[src/rtl/alu_cmd_sequencer.sv]
// Collects UART bytes into ALU operands and an opcode, presents them to an external
// combinational ALU, and streams the result back out one byte at a time, least significant first.
module alu_cmd_sequencer #(
  parameter  int NB_DATA        = 8,
  parameter  int NB_BYTES       = 2,
  parameter  int NB_OP          = 6,
  parameter  int TIMEOUT_CYCLES = 100000,
  localparam int NB_OPERAND     = NB_DATA * NB_BYTES
) (
  input  logic                  i_clock,
  input  logic                  i_reset,
  input  logic                  i_rx_valid,
  input  logic [NB_DATA-1:0]    i_rx_data,
  input  logic                  i_tx_done,
  input  logic [NB_OPERAND-1:0] i_result,
  output logic [NB_OPERAND-1:0] o_data_a,
  output logic [NB_OPERAND-1:0] o_data_b,
  output logic [NB_OP-1:0]      o_operation,
  output logic                  o_tx_start,
  output logic [NB_DATA-1:0]    o_tx_data,
  output logic                  o_busy,
  output logic                  o_frame_done,
  output logic                  o_timeout,
  output logic                  o_drop
);

  localparam int NB_IDX = (NB_BYTES > 1) ? $clog2(NB_BYTES) : 1;
  localparam int NB_TO  = (TIMEOUT_CYCLES > 1) ? $clog2(TIMEOUT_CYCLES + 1) : 1;
  localparam logic [NB_IDX-1:0] IDX_LAST = NB_IDX'(NB_BYTES - 1);
  localparam logic [NB_TO-1:0]  TO_LAST  = NB_TO'((TIMEOUT_CYCLES > 0) ? TIMEOUT_CYCLES - 1 : 0);

  typedef enum logic [2:0] {RX_A, RX_B, RX_OP, LATCH, TX_LOAD, TX_WAIT} state_t;

  state_t                  state, state_next;
  logic [NB_IDX-1:0]       idx, idx_next;
  logic [NB_TO-1:0]        cnt, cnt_next;
  logic [NB_OPERAND-1:0]   shadow_a, shadow_b, result_sr, result_shifted;
  logic                    partial, accept, drop, expire, tx_advance, frame_end;

  // The idle timer only runs once at least one byte of the current frame has arrived.
  assign partial        = ((state == RX_A) && (idx != '0)) || (state == RX_B) || (state == RX_OP);
  assign result_shifted = result_sr >> NB_DATA;

  always_ff @(posedge i_clock or negedge i_reset) begin
    if (!i_reset) begin
      state <= RX_A;
      idx   <= '0;
      cnt   <= '0;
    end else begin
      state <= state_next;
      idx   <= idx_next;
      cnt   <= cnt_next;
    end
  end

  // idx counts received operand bytes in RX states and transmitted result bytes in TX states.
  always_comb begin
    state_next = state;
    idx_next   = idx;
    cnt_next   = '0;
    accept     = 1'b0;
    drop       = 1'b0;
    expire     = 1'b0;
    tx_advance = 1'b0;
    frame_end  = 1'b0;
    o_busy     = 1'b0;
    o_tx_start = 1'b0;
    case (state)
      RX_A, RX_B, RX_OP: begin
        if (i_rx_valid) begin
          accept = 1'b1;
          if (state == RX_OP) begin
            state_next = LATCH;
          end else if (idx == IDX_LAST) begin
            idx_next   = '0;
            state_next = (state == RX_A) ? RX_B : RX_OP;
          end else begin
            idx_next = idx + 1'b1;
          end
        end else if ((TIMEOUT_CYCLES != 0) && partial) begin
          if (cnt == TO_LAST) begin
            expire     = 1'b1;
            idx_next   = '0;
            state_next = RX_A;
          end else begin
            cnt_next = cnt + 1'b1;
          end
        end
      end
      LATCH: begin
        o_busy     = 1'b1;
        drop       = i_rx_valid;
        state_next = TX_LOAD;
      end
      TX_LOAD: begin
        o_busy     = 1'b1;
        o_tx_start = 1'b1;
        drop       = i_rx_valid;
        state_next = TX_WAIT;
      end
      TX_WAIT: begin
        o_busy = 1'b1;
        drop   = i_rx_valid;
        if (i_tx_done) begin
          if (idx == IDX_LAST) begin
            frame_end  = 1'b1;
            idx_next   = '0;
            state_next = RX_A;
          end else begin
            tx_advance = 1'b1;
            idx_next   = idx + 1'b1;
            state_next = TX_LOAD;
          end
        end
      end
      default: begin
        state_next = RX_A;
        idx_next   = '0;
      end
    endcase
  end

  // o_tx_data is loaded one cycle ahead of each TX_LOAD so the byte is stable with the strobe.
  always_ff @(posedge i_clock or negedge i_reset) begin
    if (!i_reset) begin
      shadow_a     <= '0;
      shadow_b     <= '0;
      result_sr    <= '0;
      o_data_a     <= '0;
      o_data_b     <= '0;
      o_operation  <= '0;
      o_tx_data    <= '0;
      o_frame_done <= 1'b0;
      o_timeout    <= 1'b0;
      o_drop       <= 1'b0;
    end else begin
      o_frame_done <= frame_end;
      o_timeout    <= expire;
      o_drop       <= drop;
      if (accept) begin
        case (state)
          RX_A:    shadow_a[idx*NB_DATA +: NB_DATA] <= i_rx_data;
          RX_B:    shadow_b[idx*NB_DATA +: NB_DATA] <= i_rx_data;
          default: begin
            o_data_a    <= shadow_a;
            o_data_b    <= shadow_b;
            o_operation <= i_rx_data[NB_OP-1:0];
          end
        endcase
      end
      if (state == LATCH) begin
        result_sr <= i_result;
        o_tx_data <= i_result[NB_DATA-1:0];
      end else if (tx_advance) begin
        result_sr <= result_shifted;
        o_tx_data <= result_shifted[NB_DATA-1:0];
      end
    end
  end

endmodule

[config.mk]
export PLATFORM = sky130hd
export DESIGN_NAME = alu_cmd_sequencer
export DESIGN_NICKNAME = d
export VERILOG_FILES = /design/src/rtl/alu_cmd_sequencer.sv
export SDC_FILE = /design/constraint.sdc
export NUM_CORES = 1
export LEC_CHECK = 0
export ABC_AREA = 1
export BUFFER_PORTS_ARGS = -buffer_cell sky130_fd_sc_hd__buf_2
export CAP_MARGIN = 20
export CORE_ASPECT_RATIO = 0.6
export CORE_MARGIN = 2
export CORE_UTILIZATION = 50
export CTS_CLUSTER_SIZE = 30
export DETAILED_ROUTE_END_ITERATION = 12
export PLACE_DENSITY_LB_ADDON = 0.25
export RECOVER_POWER = 50
export SLEW_MARGIN = 40
export SYNTH_ARGS = -nofsm -noshare
export SYNTH_HDL_FRONTEND = slang
export SYNTH_SLANG_ARGS = --single-unit
[constraint.sdc]
create_clock -name i_clock -period 1.6 [get_ports i_clock]
set_clock_uncertainty 0.15 [all_clocks]
set_input_delay 0.08 -clock i_clock [delete_from_list [all_inputs] [get_ports i_clock]]
set_output_delay 0.08 -clock i_clock [all_outputs]
set_load 0.01 [all_outputs]
==> impl_metrics.toml <==
[synth]
synth_top_family_by_area = "simple AND/OR/NAND/NOR gates"
synth-seq-cells = 110
synthMuxAreaShare_pct = 4.259
synth_edf_count = 0
synth.distinct_cells = 24
synth_compound_area_share_pct = 9.385
synth.avg_cell_area_sq_um = 9.031
synth_fa_ha_area_share_pct = 0.2629
synth_top_area_share_pct = 57.83
synth_cells = 527
ys_seq_area_share_pct = 57.83
yosys_warnings = 0
synth-async-reset-ratio_pct = 100.0
synthesis.area_sq_um = 4760
synthTopCellsByArea = "dfrtp_1, nand2_1, o21ai_0"
syn_nets = 556
synth.most_common_cell = "nand2_1"
synth_flop_cell = "dfrtp_1"
synth-xor-area-share_pct = 0.5521
yosys.area_share.simple_pct = 19.93
synth.largest_area_cell = "dfrtp_1"
ys_top_cells_by_count = "nand2_1, dfrtp_1, nor2_1, inv_1, o21ai_0"

[pwr]
p_sw_share_pct = 36.96
ir_drop_v = 0.0008622
switchingPower_mw = 4.333
internal_power_mw = 7.390
clockPowerShare_pct = 18.6
combPwrFrac_pct = 43.3
seqPwrFrac_pct = 38.0
p_leak_nw = 3.428
power_density_nw_per_um2 = 1682

[placement]
dp_hpwl_mm = 8.041
dpl.cell_count = 751
place_ws_ns = -0.1289
port_buffers = 78
gp_congestion = 0.9498

[floorplanning]
row_count = 27
pin_count = 79
start_util_pct = 51.61
die_h_microns = 79.58
dieArea_sq_um = 10340
core_area_sq_um = 9223
die_w_microns = 130.0

[critical_path]
cp_common_cell = "buf_12"
rr_startpoint = "state[2]"
cp.arrival_ns = 1.80
worstPathRequired_ns = 1.68
start_kind = "register"
cp_slowest_stage_delay_ns = 0.44
cp_slowest_cell = "dfrtp_2"
reg2reg_slack_ns = -0.12
worstSetupPathType = "reg -> reg"
r2r_cells = 7
end_kind = "register"
reg2reg_to = "result_sr[9]"
cp_max_fo = 6
crit_buf_inv = 3
critical_path.top_delay_family = "flip-flops"
path_cells = "inv_2, nor3_4, nand2_2, o21ai_4, buf_12, buf_12, a21oi_2"

[routing]
antenna_left = 0
met3_wirelength_microns = 886
routed.top_layer = "met4"
drt_iter0_drc = 329
vias = 4306
dr.pass1.iters = 5
wl_per_cell_microns = 17.40
wirelength_met1_mm = 6.238
drc_errors = 0
wl_met2_mm = 6.801
viasPerCell = 5.219
wirelength_mm = 14.35

[clocking]
path_clk_slew_ns = 0.07
cts-root-buf = "clkbuf_16"
clock_path_buffers = 2
cts_sinks = 110
cts_buffers = 9
cts_tree = "done"
clkLatencyLatePin_ns = 0.35
htreeDepth = 3

[worst_hold_path]
min_from = "i_tx_done"
hold_path.class = "in -> reg"
hold_end = "state[2]"
hold_depth = 4

[timing]
tightest_slew_ns = 0.8771
holdWs_ns = 0.06928
fin_crit_sh_pct = 107.5
final_hold_viol_count = 0
fin_setup_tns_ns = -3.055
min_period_ns = 1.720
setup_viol = 52
max_slew_margin_pct = 41.53
rsz0062_at_grt = "yes"
slew_viol_final = 0
max_clock_freq_ghz = 0.5814
worst_slack_ns = -0.1200

[run_status]
violations = "negative setup slack"
status = "finished, violations left"

[cells_and_area]
fin_util_pct = 75.57
layout-drive-gt1-share_pct = 37.99
antenna_cells = 0
stdcell_count = 825
final_nets = 719
multi_input_comb_area_sq_um = 2037
area_growth_pct = 46.42
fillers = 626
seqCellArea_sq_um = 2756

[global_routing]
grt_max_degree = 37
antenna_found_initial = 0
grt_pass1_wl_mm = 21.24
grt_usage_pct = 27.03
grt_pass1_vias = 4206
overflow = 0

[run]
cap_viol_max_count = 0
## through the flow
| stage | total power, mW | instance area (sq um) |
|---|---|---|
| after floorplan | 6.460 | 4760 |
| after global placement | 7.651 | 5544 |
| after detailed placement | 7.807 | 5544 |
| after CTS | 10.66 | 6539 |
| after global routing | 12.40 | 6969 |
| final | 11.72 | 6969 |
## tightest hold or removal path: cells and delay by family
family,cells,cell delay (ns)
buffers and inverters,2,0.19
AND/OR/NAND/NOR,2,0.26
## cell usage in the layout, fill, tap and decap left out, types with 12 or more instances in the layout
cell type / n
a21oi_2: 15
clkbuf_16: 12
buf_2: 75
dlygate4sd3_1: 28
nor2_1: 52
buf_4: 32
nand2_1: 103
dfrtp_1: 107
o21ai_1: 24
buf_6: 21
inv_1: 50
o21ai_0: 29
## state kept, by name (all words and copies together), names as in the netlist
signal        cells
cnt              17
idx               1
o_data_a         16
o_data_b         16
o_drop            1
o_frame_done      1
o_operation       6
o_timeout         1
o_tx_data         7
result_sr         9
shadow_a         16
shadow_b         16
state             3
## power groups by stage
| stage | Clock (mW) | Sequential [mW] | Combinational, mW |
|---|---|---|---|
| floorplan | 0 | 4.50 | 1.96 |
| detailed placement | 0 | 4.38 | 3.42 |
| global route | 2.33 | 4.55 | 5.52 |
| finish | 2.19 | 4.46 | 5.08 |
| global placement | 0 | 4.35 | 3.30 |
| CTS | 2.20 | 4.36 | 4.10 |
## per-layer routing
metal	track usage, %	vias up
li1	-	2007
met1	36.32	2076
met2	44.66	188
met3	5.965	35
met4	7.527	0
met5	0	-
## how the worst max path moves through the flow
stage / cells after the start / from / slack (ns) / to
after floorplan: 5 / state[2] / 0.02 / shadow_a[3]
after global placement: 6 / cnt[0] / -0.08 / cnt[14]
after detailed placement: 7 / state[1] / -0.13 / o_tx_data[0]
after CTS: 10 / state[1] / -0.07 / result_sr[13]
after global routing: 11 / state[1] / -0.22 / cnt[15]
final: 7 / state[2] / -0.12 / result_sr[9]
## timing repair
action	CTS	global route
buffers inserted	14	11
endpoints found under the hold margin	151	0
gates cloned	6	3
hold buffers	28	0
setup endpoints to repair	45	102
resized for setup	41	123
pin swaps	9	18
## area by class of cell
class / count / share of cell area (%)
flip-flops and latches: 110 / 39.55
inverters: 59 / 3.250
clock buffers: 9 / 3.232
repair buffers: 176 / 21.45
well taps: 130 / 2.334
clock inverters: 7 / 0.9515
multi-input cells: 334 / 29.23
## kinds of logic after synthesis
logic type	after synthesis
flops	110
buf+inv	83
mux	18
fa+ha+maj	1
xor+xnor	3
compound gates	83
simple gates	229
(Power assumes the default switching activity.)
